`config.mk`:
```
export PLATFORM = sky130hd
export DESIGN_NAME = wb_regfile_sb_flat
export DESIGN_NICKNAME = d
export VERILOG_FILES = /design/src/rtl/wb_regfile_sb_if.sv /design/src/rtl/wb_regfile_sb.sv /design/src/flat_wrapper.sv
export SDC_FILE = /design/constraint.sdc
export NUM_CORES = 2
export LEC_CHECK = 0
export CAP_MARGIN = 15
export CELL_PAD_IN_SITES_DETAIL_PLACEMENT = 1
export CELL_PAD_IN_SITES_GLOBAL_PLACEMENT = 2
export CORE_MARGIN = 2
export CORE_UTILIZATION = 50
export DETAILED_ROUTE_END_ITERATION = 10
export PLACE_DENSITY = 0.86
export SYNTH_ARGS = -nofsm -noshare
export SYNTH_HDL_FRONTEND = slang
export SYNTH_SLANG_ARGS = --single-unit
```
`constraint.sdc`:
```
create_clock -name CLK -period 11.3 [get_ports CLK]
set_input_delay 1.13 -clock CLK [delete_from_list [all_inputs] [get_ports CLK]]
set_output_delay 1.13 -clock CLK [all_outputs]
set_load 0.02 [all_outputs]
```
`src/rtl/wb_regfile_sb_if.sv`:
```
// Writeback-side and ID-side bus of the scoreboarded register file.
interface wb_regfile_sb_if #(
    parameter int XLEN = 32,
    parameter int AW   = 5
);
    logic            wb_reg_write;
    logic [AW-1:0]   wb_rd;
    logic [XLEN-1:0] wb_rd_data;
    logic [AW-1:0]   id_rs;
    logic [AW-1:0]   id_rt;
    logic [XLEN-1:0] id_rs_data;
    logic [XLEN-1:0] id_rt_data;
    logic            id_issue;
    logic [AW-1:0]   id_issue_rd;
    logic            id_stall;
    logic            sb_ovf;
    logic            sb_unf;

    modport slave (
        input  wb_reg_write, wb_rd, wb_rd_data, id_rs, id_rt, id_issue, id_issue_rd,
        output id_rs_data, id_rt_data, id_stall, sb_ovf, sb_unf
    );

    modport master (
        output wb_reg_write, wb_rd, wb_rd_data, id_rs, id_rt, id_issue, id_issue_rd,
        input  id_rs_data, id_rt_data, id_stall, sb_ovf, sb_unf
    );
endinterface

```
`src/rtl/wb_regfile_sb.sv`:
```
// 32x32 register file written from WB with a per-register in-flight writer scoreboard.
// Define WB_REGFILE_BYPASS_EN to forward the retiring WB value to the ID read ports.
module wb_regfile_sb #(
    parameter int NREG = 32,
    parameter int XLEN = 32,
    parameter int SBW  = 2
) (
    input  logic           CLK,
    input  logic           RESET,
    wb_regfile_sb_if.slave bus
);
    localparam int             AW      = $clog2(NREG);
    localparam logic [SBW-1:0] CNT_MAX = '1;

    logic [XLEN-1:0] regs [NREG];
    logic [SBW-1:0]  cnt  [NREG];
    logic [NREG-1:0] busy;
    logic [NREG-1:0] inc;
    logic [NREG-1:0] dec;
    logic [XLEN-1:0] rs_data;
    logic [XLEN-1:0] rt_data;
    logic            acc;
    logic            ret;
    logic            stall;
    logic            ovf;
    logic            unf;

    assign ret = bus.wb_reg_write && (bus.wb_rd != '0);
    assign acc = bus.id_issue && !stall && (bus.id_issue_rd != '0);

    always_comb begin
        busy = '0;
        for (int r = 1; r < NREG; r++) begin
            busy[r] = (cnt[r] != '0);
`ifdef WB_REGFILE_BYPASS_EN
            // The last outstanding writer retiring now is forwarded, so no hold.
            if (ret && (bus.wb_rd == AW'(r)) && (cnt[r] == SBW'(1)))
                busy[r] = 1'b0;
`endif
        end
    end

    assign stall = busy[bus.id_rs] | busy[bus.id_rt];

    always_comb begin
        rs_data = (bus.id_rs == '0) ? '0 : regs[bus.id_rs];
        rt_data = (bus.id_rt == '0) ? '0 : regs[bus.id_rt];
`ifdef WB_REGFILE_BYPASS_EN
        if (ret && (bus.wb_rd == bus.id_rs))
            rs_data = bus.wb_rd_data;
        if (ret && (bus.wb_rd == bus.id_rt))
            rt_data = bus.wb_rd_data;
`endif
    end

    always_comb begin
        inc = '0;
        dec = '0;
        if (acc)
            inc[bus.id_issue_rd] = 1'b1;
        if (ret)
            dec[bus.wb_rd] = 1'b1;
    end

    always_ff @(posedge CLK) begin
        if (!RESET) begin
            for (int r = 0; r < NREG; r++) begin
                regs[r] <= '0;
                cnt[r]  <= '0;
            end
            ovf <= 1'b0;
            unf <= 1'b0;
        end else begin
            if (ret)
                regs[bus.wb_rd] <= bus.wb_rd_data;
            // Issue and retire on the same register cancel out.
            for (int r = 0; r < NREG; r++) begin
                if (inc[r] && !dec[r]) begin
                    if (cnt[r] == CNT_MAX)
                        ovf <= 1'b1;
                    else
                        cnt[r] <= cnt[r] + 1'b1;
                end else if (dec[r] && !inc[r]) begin
                    if (cnt[r] == '0)
                        unf <= 1'b1;
                    else
                        cnt[r] <= cnt[r] - 1'b1;
                end
            end
        end
    end

    assign bus.id_rs_data = rs_data;
    assign bus.id_rt_data = rt_data;
    assign bus.id_stall   = stall;
    assign bus.sb_ovf     = ovf;
    assign bus.sb_unf     = unf;
endmodule

```
`src/flat_wrapper.sv`:
```
// flat-port wrapper written by rule: the top's interface ports become plain ports
module wb_regfile_sb_flat 
#(
    parameter int NREG = 32,
    parameter int XLEN = 32,
    parameter int SBW  = 2
)
  (CLK, RESET, bus_wb_reg_write, bus_wb_rd, bus_wb_rd_data, bus_id_rs, bus_id_rt, bus_id_issue, bus_id_issue_rd, bus_id_rs_data, bus_id_rt_data, bus_id_stall, bus_sb_ovf, bus_sb_unf);
  wb_regfile_sb_if #(.XLEN(XLEN)) bus_i ();
  input  logic CLK;
  input  logic RESET;
  input wire logic [$bits(bus_i.wb_reg_write)-1:0] bus_wb_reg_write;
  input wire logic [$bits(bus_i.wb_rd)-1:0] bus_wb_rd;
  input wire logic [$bits(bus_i.wb_rd_data)-1:0] bus_wb_rd_data;
  input wire logic [$bits(bus_i.id_rs)-1:0] bus_id_rs;
  input wire logic [$bits(bus_i.id_rt)-1:0] bus_id_rt;
  input wire logic [$bits(bus_i.id_issue)-1:0] bus_id_issue;
  input wire logic [$bits(bus_i.id_issue_rd)-1:0] bus_id_issue_rd;
  output wire logic [$bits(bus_i.id_rs_data)-1:0] bus_id_rs_data;
  output wire logic [$bits(bus_i.id_rt_data)-1:0] bus_id_rt_data;
  output wire logic [$bits(bus_i.id_stall)-1:0] bus_id_stall;
  output wire logic [$bits(bus_i.sb_ovf)-1:0] bus_sb_ovf;
  output wire logic [$bits(bus_i.sb_unf)-1:0] bus_sb_unf;
  assign bus_i.wb_reg_write = bus_wb_reg_write;
  assign bus_i.wb_rd = bus_wb_rd;
  assign bus_i.wb_rd_data = bus_wb_rd_data;
  assign bus_i.id_rs = bus_id_rs;
  assign bus_i.id_rt = bus_id_rt;
  assign bus_i.id_issue = bus_id_issue;
  assign bus_i.id_issue_rd = bus_id_issue_rd;
  assign bus_id_rs_data = bus_i.id_rs_data;
  assign bus_id_rt_data = bus_i.id_rt_data;
  assign bus_id_stall = bus_i.id_stall;
  assign bus_sb_ovf = bus_i.sb_ovf;
  assign bus_sb_unf = bus_i.sb_unf;
  wb_regfile_sb #(.NREG(NREG), .XLEN(XLEN), .SBW(SBW)) u_core (.CLK(CLK), .RESET(RESET), .bus(bus_i));
endmodule
```
==> impl_results.md <==
* Outcome: completed
* Initial core utilization at 50.3%
* Mapped Cells at a little over 4000
* Post-Layout Inst Area at approximately 67000 um2
* Worst R2R Start: u_core.cnt[0][29]
* # fillers at 11046
* Synthesis-stage register bit count at 1088
* Reg2reg setup slack at 6.82 ns
* Ys flop type: edfxtp_1
* Post-DR vias/cell at around 7.3
* Total power at 10.0 mW
* Fin nets at 4014
* Synth unique cells at 74
* Post-route ant nets at 0
* M1 GR Usage at between 50% and 60%
* Crit Path Category: in -> out
* Commonest non-fill, non-tap cells in the layout: edfxtp_1, mux4_2, and2_1
* GR peak layer: met2
* GR Util met3 at between 10% and 20%
* Layout cells sized above 1 at 25.1%
* Crit. path cell count at 8
* PortBufs at between 100 and 150
* Worst skew pair latency at 0.74 ns
* Root Driver: clkbuf_16
* Startpoint Class: primary input
* Critical path arrival at a little over 6 ns
* Slew margin rel. at between 10% and 20%
* Total grt overflow at 0
* Worst clock skew at roughly 0.024 ns
* CP max FO at between 80 and 90
* I/O pin total at ~120
* First-pass GRT wire length at approximately 320 mm
* Worst path bufs/invs at 4
* Seq/Total Area, Yosys at between 50% and 60%
* CP Cell Sequence: buf_8, buf_4, buf_4, mux4_2, mux4_2, mux2i_1, nor2_1, clkdlybuf4s50_1
* Final cell count without fillers at 5680
* Post-DP HPWL at around 130 mm
* Max Clk Rate at roughly 0.14 GHz
* Clk sinks at approximately 1100
* Tcrit/Tclk final at roughly 63%
* Hold_buf cts at 0
* Post-DP Area at around 63000 um2
* Comb pwr share at about 14%
* Post-synth EDFFs at roughly 1100
* Internal at approximately 7.3 mW
* CP max stage delay at just over 0.9 ns
* Hold Path Sink: u_core.cnt[0][34]
* H-tree levels at 3
* Sequential power share at 48.0%
* Worst-case reg-to-reg path depth at 11
* CP top delay family: buffers and inverters
* TritonCTS buffer count at between 100 and 150
* Worst slew pin tran at 1.26 ns
* Switching power of the nets at ~2.7 mW
* Clock power share at 37.6%
* GR met2 Demand/Resource at 56.3%
* Max Slew Vio Count at 0
* Initial DRC Count at between 7000 and 8000
* Initial antenna violation count at 28
* Post-CTS setup buffer count at 0
* CTS tree: built
* Vias in the first global route at around 43000
* Reg2reg end: u_core.bus.sb_unf
* Max clock buf depth at 3
* Die W at 351 um
* Pre-antenna DRT Iters at 6
* Worst setup EP type: output pin
* Detailed-route DRC error count at 0
* VDD IR max at approximately 0.13 mV
* Die area at 123000 um2
* FP Rows at approximately 130
* Tmin final at 7.16 ns
* Min Hold Slack at 0.599 ns
* Hold Violations, Final at 0
* Commonest non-fill, non-tap cell in the layout: edfxtp_1
* Via count at 41723
* Dpl cells at roughly 5400
* CP max stage cell: buf_4
* Number of gates resized after CTS at 0
* Net Sw Frac at around a quarter
* Pwr per Cell Area at about 150 nW/um2
* Mean post-synth cell area at about 15 um2
* Die H at around 350 um
* Synth-to-layout area growth at 10.6%
* Total track usage at 37.2%
* Largest net degree at the start of global routing at roughly 120
* MaxCap Viol Count at 0
* Post-synthesis cell area at 60200 um2
* RSZ-0062 raised after global routing: false
* Leakage at between 20 and 25 nW
* Critical Path RT at 10.17 ns
* Worst Hold Class: reg -> reg
* Total Neg Setup Slack at 0 ns
* DR WL/cell at 39.9 um
* Hold path startpoint: u_core.cnt[0][34]
* FFs w/ async S/R, synth at 0%
* Final wirelength at about 230 mm
* Hold Crit Depth at 1
* Core Area at about 120000 um2
* Synthesis Warnings at 0
* Final setup viols at 0
* Clock Pin Slew Worst Setup and Hold Paths at 0.06 ns
* RePlAce Congestion at 0.885
-- power groups by stage --
stage | clock, mW | sequential, mW | combinational (mW)
final | 3.77 | 4.82 | 1.44
after global routing | 3.92 | 4.84 | 1.48
after CTS | 3.78 | 4.81 | 1.41
after detailed placement | 0 | 4.89 | 1.41
after global placement | 0 | 4.86 | 1.38
after floorplan | 0 | 4.83 | 0.858
-- state kept, by name, indices dropped and copies added (netlist names) --
signal / flops
u_core.bus.sb_ovf: 1
u_core.bus.sb_unf: 1
u_core.cnt: 62
u_core.regs: 1024
-- metrics by stage --
stage               utilization [%]  setup slack (ns)
floorplan                         -              6.37
global placement               52.6              4.32
detailed placement             52.6              4.32
CTS                            55.6              4.33
global route                   55.7              4.08
finish                         55.7              4.14
-- worst reg2reg max path: cells and delay by family (launching register included) --
kind	cells	cell delay, ns
multiplexers	2	0.44
flip-flops	1	0.51
buffers and inverters	2	0.55
AND/OR/NAND/NOR	4	1.30
AO/OA/AOI/OAI	3	1.56
-- layer usage --
metal / share of wire [%] / wire length (um)
met1: 35 / 80200
met4: 4.9 / 11200
met2: 46 / 104000
met3: 14 / 31500
met5: 0.022 / 49
-- cell type report --
class                      count  area (um2)  share of cell area [%]
antenna                       16        40.0                  0.0601
clock buffer                 146        3080                    4.62
clock inverter                70         554                   0.832
inverter                      15        61.3                  0.0920
multi-input combinational   2510       26200                    39.3
sequential                  1088       32700                    49.0
tap                         1612        2020                    3.03
timing repair buffer         223        2020                    3.03
-- cell usage after synthesis (3+ instances only) --
library cell,n,share of area (%)
o221ai_1,8,0.12
a21oi_1,43,0.36
nand2b_1,3,0.031
a41oi_1,6,0.087
o311ai_0,16,0.23
a211oi_1,11,0.14
nand3b_1,19,0.24
nor3_2,3,0.050
nand4b_1,4,0.058
nand3_1,47,0.39
or2_2,10,0.10
edfxtp_1,1086,54
nor4_1,21,0.22
nor2_1,179,1.1
buf_4,3,0.037
o32a_1,3,0.050
o31ai_1,4,0.050
mux2_2,3,0.056
o21ai_0,53,0.44
and2_1,613,6.4
or4_1,5,0.062
mux4_2,650,24
inv_1,13,0.081
o21a_1,5,0.062
a31oi_1,6,0.062
nor3_1,49,0.41
mux2i_1,65,1.1
and3b_1,9,0.13
buf_2,11,0.091
buf_1,88,0.55
or3_1,8,0.083
nand2_1,118,0.74
xor2_1,6,0.087
nor2_2,3,0.031
or4b_2,3,0.050
a2111oi_0,6,0.087
o211ai_1,14,0.17
a21o_1,6,0.075
a211o_1,8,0.12
nand4_1,27,0.28
and3_1,393,4.1
clkbuf_2,3,0.025
nor3b_1,12,0.15
clkbuf_1,355,2.2
-- cell families after synthesis --
group                    synth area share, %
AND/OR/NAND/NOR                         14.7
flip-flops                              54.2
multiplexers                            25.4
buffers and inverters                   3.01
AO/OA/AOI/OAI                           2.48
XOR/XNOR                              0.0872
adder cells (fa/ha/maj)               0.0415
other                                0.00623
-- worst max path at each step --
| stage | slack (ns) | start | endpoint |
|---|---|---|---|
| 2_1_floorplan | 6.37 | bus_wb_rd[4] | u_core.cnt[0][19] |
| 3_3_place_gp | 4.32 | bus_id_rs[0] | bus_id_rs_data[1] |
| 3_5_place_dp | 4.32 | bus_id_rs[0] | bus_id_rs_data[1] |
| 4_1_cts | 4.33 | bus_id_rs[0] | bus_id_rs_data[1] |
| 5_1_grt | 4.08 | bus_id_rs[0] | bus_id_rs_data[1] |
| 6_report | 4.14 | bus_id_rt[1] | bus_id_rt_data[22] |
Power figures use the tool's default switching activity.
